**src/rtl/cv32e40x_bch_redirect_ctrl.sv**
```systemverilog
// Early fetch redirect for statically predicted branches, with correction on EX mispredict.
// Also keeps saturating prediction/mispredict counters for performance monitoring.
module cv32e40x_bch_redirect_ctrl #(
  parameter int unsigned PRED_EN = 1,
  parameter int unsigned CNT_W   = 16
) (
  input  logic             clk,
  input  logic             rst_n,
  input  logic             kill_i,
  input  logic             id_fire_i,
  input  logic             id_bch_i,
  input  logic             id_compressed_i,
  input  logic [31:0]      pc_id_i,
  input  logic [31:0]      bch_target_i,
  input  logic             bch_prediction_i,
  input  logic             ex_resolve_i,
  input  logic             ex_taken_i,
  input  logic             redirect_ready_i,
  output logic             redirect_valid_o,
  output logic [31:0]      redirect_pc_o,
  output logic             mispredict_o,
  output logic             busy_o,
  output logic [CNT_W-1:0] pred_cnt_o,
  output logic [CNT_W-1:0] mispred_cnt_o
);

  typedef enum logic [2:0] {
    IDLE     = 3'd0,
    PRED     = 3'd1,
    INFLIGHT = 3'd2,
    PRED_OK  = 3'd3,
    CORRECT  = 3'd4
  } state_e;

  localparam logic PRED_EN_L = (PRED_EN != 0);

  state_e           state_q, state_d;
  logic [31:0]      target_q, target_d;
  logic [31:0]      fall_q, fall_d;
  logic             pred_q, pred_d;
  logic             valid_q, valid_d;
  logic [31:0]      rpc_q, rpc_d;
  logic             misp_q, misp_d;
  logic [CNT_W-1:0] pred_cnt_q, pred_cnt_d;
  logic [CNT_W-1:0] misp_cnt_q, misp_cnt_d;
  logic             cap_pred_s;

  function automatic logic [CNT_W-1:0] sat_inc(input logic [CNT_W-1:0] v);
    if (v == {CNT_W{1'b1}}) begin
      return v;
    end else begin
      return v + {{(CNT_W-1){1'b0}}, 1'b1};
    end
  endfunction

  assign cap_pred_s = bch_prediction_i & PRED_EN_L;

  // Next-state, capture and redirect request computation
  always_comb begin
    state_d    = state_q;
    target_d   = target_q;
    fall_d     = fall_q;
    pred_d     = pred_q;
    valid_d    = valid_q;
    rpc_d      = rpc_q;
    misp_d     = 1'b0;
    pred_cnt_d = pred_cnt_q;
    misp_cnt_d = misp_cnt_q;

    if (kill_i) begin
      state_d = IDLE;
      valid_d = 1'b0;
    end else begin
      case (state_q)
        IDLE: begin
          valid_d = 1'b0;
          if (id_fire_i && id_bch_i) begin
            target_d = bch_target_i;
            fall_d   = pc_id_i + (id_compressed_i ? 32'd2 : 32'd4);
            pred_d   = cap_pred_s;
            if (cap_pred_s) begin
              state_d    = PRED;
              valid_d    = 1'b1;
              rpc_d      = bch_target_i;
              pred_cnt_d = sat_inc(pred_cnt_q);
            end else begin
              state_d = INFLIGHT;
            end
          end else begin
            state_d = IDLE;
          end
        end
        PRED: begin
          if (ex_resolve_i) begin
            if (ex_taken_i == pred_q) begin
              if (redirect_ready_i) begin
                state_d = IDLE;
                valid_d = 1'b0;
              end else begin
                state_d = PRED_OK;
              end
            end else begin
              // Pending target request is replaced in place by the fall-through
              state_d    = CORRECT;
              valid_d    = 1'b1;
              rpc_d      = fall_q;
              misp_d     = 1'b1;
              misp_cnt_d = sat_inc(misp_cnt_q);
            end
          end else if (redirect_ready_i) begin
            state_d = INFLIGHT;
            valid_d = 1'b0;
          end else begin
            state_d = PRED;
          end
        end
        INFLIGHT: begin
          if (ex_resolve_i && (ex_taken_i != pred_q)) begin
            state_d    = CORRECT;
            valid_d    = 1'b1;
            rpc_d      = ex_taken_i ? target_q : fall_q;
            misp_d     = 1'b1;
            misp_cnt_d = sat_inc(misp_cnt_q);
          end else if (ex_resolve_i) begin
            state_d = IDLE;
          end else begin
            state_d = INFLIGHT;
          end
        end
        PRED_OK, CORRECT: begin
          if (redirect_ready_i) begin
            state_d = IDLE;
            valid_d = 1'b0;
          end else begin
            state_d = state_q;
          end
        end
        default: begin
          state_d = IDLE;
          valid_d = 1'b0;
        end
      endcase
    end
  end

  // State, capture and output registers
  always_ff @(posedge clk or negedge rst_n) begin
    if (!rst_n) begin
      state_q    <= IDLE;
      target_q   <= 32'd0;
      fall_q     <= 32'd0;
      pred_q     <= 1'b0;
      valid_q    <= 1'b0;
      rpc_q      <= 32'd0;
      misp_q     <= 1'b0;
      pred_cnt_q <= {CNT_W{1'b0}};
      misp_cnt_q <= {CNT_W{1'b0}};
    end else begin
      state_q    <= state_d;
      target_q   <= target_d;
      fall_q     <= fall_d;
      pred_q     <= pred_d;
      valid_q    <= valid_d;
      rpc_q      <= rpc_d;
      misp_q     <= misp_d;
      pred_cnt_q <= pred_cnt_d;
      misp_cnt_q <= misp_cnt_d;
    end
  end

  assign redirect_valid_o = valid_q;
  assign redirect_pc_o    = rpc_q;
  assign mispredict_o     = misp_q;
  assign busy_o           = (state_q != IDLE);
  assign pred_cnt_o       = pred_cnt_q;
  assign mispred_cnt_o    = misp_cnt_q;

  cv32e40x_bch_redirect_ctrl_chk u_chk (
    .clk       (clk),
    .rst_n     (rst_n),
    .kill_i    (kill_i),
    .id_fire_i (id_fire_i),
    .id_bch_i  (id_bch_i),
    .busy_i    (busy_o)
  );

endmodule

// Protocol checks: ID must not hand over another branch while one is tracked.
module cv32e40x_bch_redirect_ctrl_chk (
  input logic clk,
  input logic rst_n,
  input logic kill_i,
  input logic id_fire_i,
  input logic id_bch_i,
  input logic busy_i
);

  a_no_fire_when_busy : assert property (
    @(posedge clk) disable iff (!rst_n)
    !(id_fire_i && id_bch_i && busy_i && !kill_i)
  );

endmodule

```
**config.mk**
```make
export PLATFORM = sky130hd
export DESIGN_NAME = cv32e40x_bch_redirect_ctrl
export DESIGN_NICKNAME = d
export VERILOG_FILES = /design/src/rtl/cv32e40x_bch_redirect_ctrl.sv
export SDC_FILE = /design/constraint.sdc
export NUM_CORES = 1
export LEC_CHECK = 0
export BUFFER_PORTS_ARGS = -buffer_cell sky130_fd_sc_hd__buf_2
export CAP_MARGIN = 20
export CORE_MARGIN = 2
export CORE_UTILIZATION = 34
export CTS_CLUSTER_SIZE = 30
export DETAILED_ROUTE_END_ITERATION = 16
export PLACE_DENSITY = 0.56
export SLEW_MARGIN = 0
export SYNTH_ARGS = -nofsm -noshare
export SYNTH_HDL_FRONTEND = slang
export SYNTH_SLANG_ARGS = --single-unit
```
**constraint.sdc**
```tcl
create_clock -name clk -period 1.6 [get_ports clk]
set_input_delay 0.16 -clock clk [delete_from_list [all_inputs] [get_ports clk]]
set_output_delay 0.16 -clock clk [all_outputs]
set_load 0.05 [all_outputs]
```
# After elaboration in Yosys (flattened, before gate mapping)
# Cells that the tools add are included.
# word_totals
word_cells	77
output_inout_bits	67
ff_bits	134
in_bits	74
# classes
reduce_logical	11
n_eq_ne	15
mux	37
n_bitwise	2
add_sub_neg	3
# ops
operator	count
$mux 32	6
$pmux 32 s3	1
$mux 16	4
$add 16x1->16 const B	2
$add 32x3->32	1
$eq 16x16->1 const B	2
$pmux 16 s2	1
$mux 3	7
$pmux 3 s4	1
$mux 1	11
$ne 2x2->1 const B	5
$reduce_and 5->1	2
$mux 2	4
$reduce_and 7->1	1
$eq 3x2->1 const B	2
$ne 3x3->1 const B	2
$reduce_bool 3->1	2
$pmux 1 s4	1
$eq 3x1->1 const B	1
$eq 3x3->1 const B	1
$logic_not 3->1	1
$reduce_and 3->1	1
$logic_and 1x1->1	2
$not 1->1	2
5 further kinds	5

# Logic depth before layout (Yosys ltp)
# Gate-level depths: netlist (run 1).
# logic_depth
ltp_word	5
ltp_mapped	8
ltp_nobuf	7

# Worst setup path before layout (run 1)
# No wires, ideal clock.
# synth_path
path_type	reg-to-reg
startpoint	reg pred_cnt_q[0] (netlist: pred_cnt_o[0])
endpoint	reg pred_cnt_q[1] (netlist: pred_cnt_o[1])
synth_period_minus_slack_ns	2.059
n_path_buf	0
path_slack_ns	-0.459
required_ns	1.475
arrival_ns	1.934
path_stages_with_launch	6
setup_ns	0.125
path_cell_list	dfrtp_1 ha_1 nand4_1 nor4b_1 nor2b_1 mux2_2
# synth_via
elab_chain_cells	3
elab_cells_between_ends	4
cone_classes	add/sub: 1; eq/ne: 1; bitwise: 1; reduce/logical: 1
# synth_lines
item	line_no	source
start: declaration	44	logic [CNT_W-1:0] pred_cnt_q, pred_cnt_d;
start signal: assignment	156	pred_cnt_q <= {CNT_W{1'b0}};
start signal: assignment	166	pred_cnt_q <= pred_cnt_d;
parallel branches: the longest is 3 deep, another holds $add 16x1->16	n/a	
# Parallel ways; which one is timed is not known.
# A chain may end at the register's enable or synchronous reset.

# Worst setup path after layout (run 1)
# layout_path
startpoint	reg state_q[2]
endpoint	reg target_q[10]
# layout_via
elab_chain_cells	2
# layout_lines
item	line_no	source
start: declaration	37	state_e state_q, state_d;
start signal: assignment	159	state_q <= state_d;
$logic_not 3->1	74	case (state_q)
$reduce_and 3->1 (no line)	n/a	
end signal: assignment	160	target_q <= target_d;
end: declaration	38	logic [31:0] target_q, target_d;
# Every way passes these cells.

==> metrics.txt, run 1 <==
HPWL after DPL=12080 um; CTS tree=yes; number of global-route vias before repair=5659; synth warn=0; commonest non-fill, non-tap cell in the layout=buf_2; grt met3 use=0.02995; fmax=0.5572 GHz; post-route insts no fill=1105; Logic pwr share=0.338; VDD IR-drop max=0.7436 mV; crit path launch type=register; most frequent cells in the layout=138 x buf_2, 104 x dfrtp_1, 62 x buf_4, 40 x inv_1; clk root buf=clkbuf_16; final net count=936; RD Place Congestion=0.8343; antenna violations before repair=0; cell total after placement=997; post-route setup slack=-194.7 ps; via/cell ratio=5.119; routing usage on met2=0.3269; Mapped Cells=589; Routed WL per cell=18.73 um; Die Y=142.6 um; Clock Sinks=134; Area growth syn-to-layout=54.50%; Worst-Margin Slew=484.4 ps; clock buffer depth=2; clock share of power=0.300; core area=0.01877 mm^2; pre-CTS setup slack=-294.5 ps; Int Power=8.378 mW; fin crit share=1.122; Psw=4.952 mW; Seq pwr share=0.361; grt met1 use=0.2376; io pins=141; effective utilization at floorplan=0.3478; Core Rows=50; RSZ-0062 raised after global routing=true; CP Max Fanout=7; violated checks=setup timing; CP Data Arrival Time=2090 ps; Clk Latency, worst-skew pair=420 ps; LEAKAGE=4.990 nW; status=complete, but fails checks; #FFs+latches synth=134; PwrDens=1322 mW/mm^2; vias=5657; Num CTS Buffers=17; clock skew=8.354 ps; global route overflow=0; first-pass GRT wire length=29610 um; DRC Markers=0; DRT antenna net count=0; full die area=0.02032 mm^2; maxcap violations=0; predominant post-synthesis flop cell=dfrtp_1; Syn Std Cell Area=0.006528 mm^2; Async SR Flop Fraction=1.000; Setup CP Type=reg2reg; max-slew violations=0; fraction of final layout cells sized beyond drive strength 1=0.4908; syn_nets=668; routed wire length=20700 um; sequential-to-total area share from yosys stat=0.5137; Yosys cell types=55; sw frac=0.3715; GRT busiest layer=met2; # setup viols final=111; First-pass DRT Iterations=7; Detailed Route Iter0 Violations=390; CP Capture Type=register; Critical Path RT=1900 ps; largest net degree at the start of global routing=46; # port buffers=140; Rel. slew slack=0.6744; Synth Area per Inst=11.08 um^2; number of synthesized flops with an enable pin=0; GRT Util Overall=0.1890; Hold WC Path Type=in2reg; Hold Fails Final Rpt=0; die width=142.6 um; Clock Pin Slew Worst Setup and Hold Paths=60 ps; H-tree depth=4; Final Critical Period=1795 ps
state kept, by name, summed over array words and instances, names as in the netlist:
| signal | flops |
|---|---|
| fall_q | 32 |
| redirect_pc_o | 32 |
| target_q | 32 |
| mispred_cnt_o | 16 |
| pred_cnt_o | 16 |
| state_q | 3 |
| mispredict_o | 1 |
| pred_q | 1 |
| redirect_valid_o | 1 |
through the flow:
| stage | util | setup TNS (ps) | hold slack (ps) | total power, mW | area [um^2] |
|---|---|---|---|---|---|
| 2_1_floorplan | - | -4498 | -135.6 | 7.560 | 6685 |
| 3_3_place_gp | 0.4299 | -12120 | 80.43 | 8.757 | 8068 |
| 3_5_place_dp | 0.4299 | -17200 | 86.54 | 8.862 | 8068 |
| 4_1_cts | 0.4997 | -6707 | 14.96 | 13.12 | 9378 |
| 5_1_grt | 0.5372 | -17680 | 26.44 | 14.00 | 10080 |
| 6_report | 0.5373 | -9508 | 30.66 | 13.33 | 10080 |
per-layer routing:
layer | wire, um | up-vias
met5 | 0 | -
li1 | - | 2661
met3 | 814 | 26
met1 | 9136 | 2820
met4 | 367 | 0
met2 | 10380 | 150
Yosys cell counts, types with 6 or more instances:
master    number  area [um^2]
clkbuf_1      16        60.06
xor2_1        31        271.5
a222oi_1      32        320.3
nor3_1        11        55.05
o21ai_0       29        145.1
nor2_1        24        90.09
nand2_1       51        191.4
xnor2_1       26        227.7
buf_2          6        30.03
nand3_1       25        125.1
and3_1         8        50.05
nand4_1       16        100.1
inv_1         40        150.1
dfrtp_1      134         3353
mux2_2        38        427.9
mux2i_1       32        320.3
path summary, 6_finish.rpt:
path / startpoint / to / slack, ps / cells after the start
min in group asynchronous: rst_n / mispred_cnt_o[0]$_DFFE_PN0P_ / 210 / 2
worst min-delay path: bch_target_i[0] / target_q[0]$_DFFE_PN0P_ / 30 / 2
max in group asynchronous: rst_n / redirect_pc_o[17]$_DFFE_PN0P_ / 770 / 3
worst max register to register: state_q[2]$_DFFE_PN0P_ / target_q[10]$_DFFE_PN0P_ / -190 / 8
worst min register to register: pred_cnt_o[14]$_DFFE_PN0P_ / pred_cnt_o[14]$_DFFE_PN0P_ / 490 / 1
worst max-delay path: state_q[2]$_DFFE_PN0P_ / target_q[10]$_DFFE_PN0P_ / -190 / 8
power groups by stage:
stage                     clock (mW)  combinational, mW  sequential [mW]
after detailed placement           0               4.04             4.83
after global routing            4.25               4.82             4.92
after CTS                       4.10               4.25             4.78
after global placement             0               3.96             4.80
final                           4.01               4.51             4.82
after floorplan                    0               1.17             6.39
cell type report:
class,count,area [um^2]
Antenna cell,1,2.502
Clock buffer,22,494.2
Clock inverter,10,117.6
Fill cell,1649,8683
Inverter,40,150.1
Multi-Input combinational cell,386,3304
Sequential cell,134,3391
Tap cell,234,292.8
Timing Repair Buffer,278,2332
critical path: stages, from the launching register on:
cell,delay (ps)
dfrtp_1,410
buf_6,140
nor2_4,120
buf_6,110
nand4_1,130
buf_8,190
buf_12,160
buf_16,140
mux2_2,270
kinds of logic after synthesis:
| family | synth area share |
|---|---|
| XOR/XNOR | 0.07897 |
| AO/OA/AOI/OAI | 0.09182 |
| adder cells (fa/ha/maj) | 0.01073 |
| flip-flops | 0.5137 |
| AND/OR/NAND/NOR | 0.1453 |
| buffers and inverters | 0.04485 |
| multiplexers | 0.1146 |
what timing repair did:
action	in CTS	in global routing
setup buffers	9	16
cloned	5	15
gates resized for setup	48	88
hold endpoints to repair	100	0
pin swaps	41	55
hold buffers	33	0
setup endpoints to repair	130	109
No activity file was read; power rests on OpenSTA's default activity.
==> run 2: changes to the inputs <==
--- a/config.mk
+++ b/config.mk
@@ -12,6 +12,7 @@
 export CTS_CLUSTER_SIZE = 30
 export DETAILED_ROUTE_END_ITERATION = 16
 export PLACE_DENSITY = 0.56
+export RECOVER_POWER = 100
 export SLEW_MARGIN = 0
 export SYNTH_ARGS = -nofsm -noshare
 export SYNTH_HDL_FRONTEND = slang
==> metrics.txt, run 2 (synthesis results as in run 1) <==
status=complete, but fails checks; violated checks=setup timing; DRT antenna net count=0; fin crit share=1.123; Worst Reg-to-Reg Cells=8; critical-path cell list=buf_6 -> nor2_4 -> buf_6 -> nand4_1 -> buf_8 -> buf_12 -> buf_16 -> mux2_2; largest net degree at the start of global routing=46; via/cell ratio=5.110; pre-CTS setup slack=-294.5 ps; # setup viols final=111; Die Y=142.6 um; clk root buf=clkbuf_16; global route overflow=0; io pins=141; commonest non-fill, non-tap cell in the layout=buf_2; Clock Pin Slew Worst Setup and Hold Paths=60 ps; VDD IR-drop max=0.7456 mV; Final Critical Period=1797 ps; Rel. slew slack=0.3860; first-pass GRT wire length=29610 um; RD Place Congestion=0.8343; # port buffers=140; CP Data Arrival Time=2100 ps; max-slew violations=0; Detailed Route Iter0 Violations=383; Placement Cell Area=0.008068 mm^2; Num CTS Buffers=17; sw frac=0.3714; LEAKAGE=4.981 nW; Critical Path RT=1900 ps; die width=142.6 um; vias=5647; Area growth syn-to-layout=54.13%; Logic pwr share=0.338; GRT Util Overall=0.1890; CP startpoint=state_q[2]$_DFFE_PN0P_; Worst R2R Setup Slack=-200 ps; Clk Latency, worst-skew pair=420 ps; number of global-route vias before repair=5659; slowest cell on the critical path=dfrtp_1; Routed WL per cell=18.65 um; Worst-Margin Slew=921.0 ps; PwrDens=1324 mW/mm^2; crit path launch type=register; DRC Markers=0; fraction of final layout cells sized beyond drive strength 1=0.4908; Setup CP Type=reg2reg; Hold WC Path Type=in2reg; Final Total Pwr=13.32 mW; RSZ-0062 raised after global routing=true; CP most frequent cell=buf_6; utilization after layout=0.5361; R2R Path Start=state_q[2]$_DFFE_PN0P_; final net count=936; post-route setup slack=-196.7 ps; Int Power=8.371 mW; effective utilization at floorplan=0.3478; CP Max Fanout=7; most frequent cells in the layout=138 x buf_2, 104 x dfrtp_1, 61 x buf_4, 40 x inv_1; fmax=0.5566 GHz; worst setup path endpoint=target_q[10]$_DFFE_PN0P_; maxcap violations=0; First-pass DRT Iterations=8; clock skew=12.38 ps; post-route cell area=0.01006 mm^2; clock share of power=0.301; core area=0.01877 mm^2; CP Capture Type=register; Core Rows=50; Max stage delay on crit path=410 ps; Crit Reg-Reg Endpoint=target_q[10]$_DFFE_PN0P_; Hold Fails Final Rpt=0; HPWL after DPL=12080 um; H-tree depth=4; routed wire length=20610 um; Clock Sinks=134; CTS tree=yes; antenna violations before repair=0; Seq pwr share=0.361; Psw=4.947 mW; clock buffer depth=2; full die area=0.02032 mm^2
==> run 2: metal layers <==
metal,up-vias,GRT usage,share of wire
met4,0,0.07191,0.016
met2,146,0.3269,0.50
met3,22,0.02995,0.034
met1,2815,0.2376,0.44
met5,-,0,0
li1,2664,-,-
==> run 2: repair_timing <==
| item | in CTS | in global routing |
|---|---|---|
| cloned | 5 | 15 |
| hold endpoints to repair | 100 | 0 |
| setup endpoints to repair | 130 | 109 |
| hold buffers | 33 | 0 |
| resized for setup | 48 | 88 |
| setup buffers | 9 | 16 |
| pin swaps | 41 | 55 |
==> run 2: final cells by class <==
cell class / instances / area (um^2)
fillers: 1655 / 8707
diodes: 1 / 2.502
inverters: 40 / 150.1
clock inverters: 10 / 117.6
repair buffers: 278 / 2308
flip-flops and latches: 134 / 3391
well taps: 234 / 292.8
multi-input cells: 386 / 3304
clock buffers: 22 / 494.2
==> run 2: through the flow <==
| stage | std cells | TNS, ps | hold WS [ps] |
|---|---|---|---|
| final | 1105 | -9543 | 28.39 |
| after global routing | 1104 | -17680 | 26.44 |
| after global placement | 997 | -12120 | 80.43 |
| after detailed placement | 997 | -17200 | 86.54 |
| after floorplan | 589 | -4498 | -135.6 |
| after CTS | 1076 | -6707 | 14.96 |
==> run 2: worst max-delay path: cells and delay by family (launching register included) <==
kind,cells,cell delay [ps]
buffers and inverters,5,740
DFF,1,410
muxes,1,270
and+or+nand+nor,2,250
==> run 2: how the worst min path moves through the flow <==
stage                    startpoint                           end  cells after the start
floorplan                     rst_n         fall_q[0]$_DFFE_PN0P_                      0
global placement              rst_n  mispred_cnt_o[0]$_DFFE_PN0P_                      1
detailed placement            rst_n         fall_q[1]$_DFFE_PN0P_                      1
CTS                 bch_target_i[0]       target_q[0]$_DFFE_PN0P_                      2
global route        bch_target_i[0]       target_q[0]$_DFFE_PN0P_                      2
finish              bch_target_i[0]       target_q[0]$_DFFE_PN0P_                      2
==> run 2: power by group through the flow <==
stage	Combinational, mW	Clock (mW)	Sequential [mW]
finish	4.50	4.01	4.81
global route	4.81	4.25	4.92
CTS	4.25	4.10	4.78
detailed placement	4.04	0	4.83
global placement	3.96	0	4.80
floorplan	1.17	0	6.39
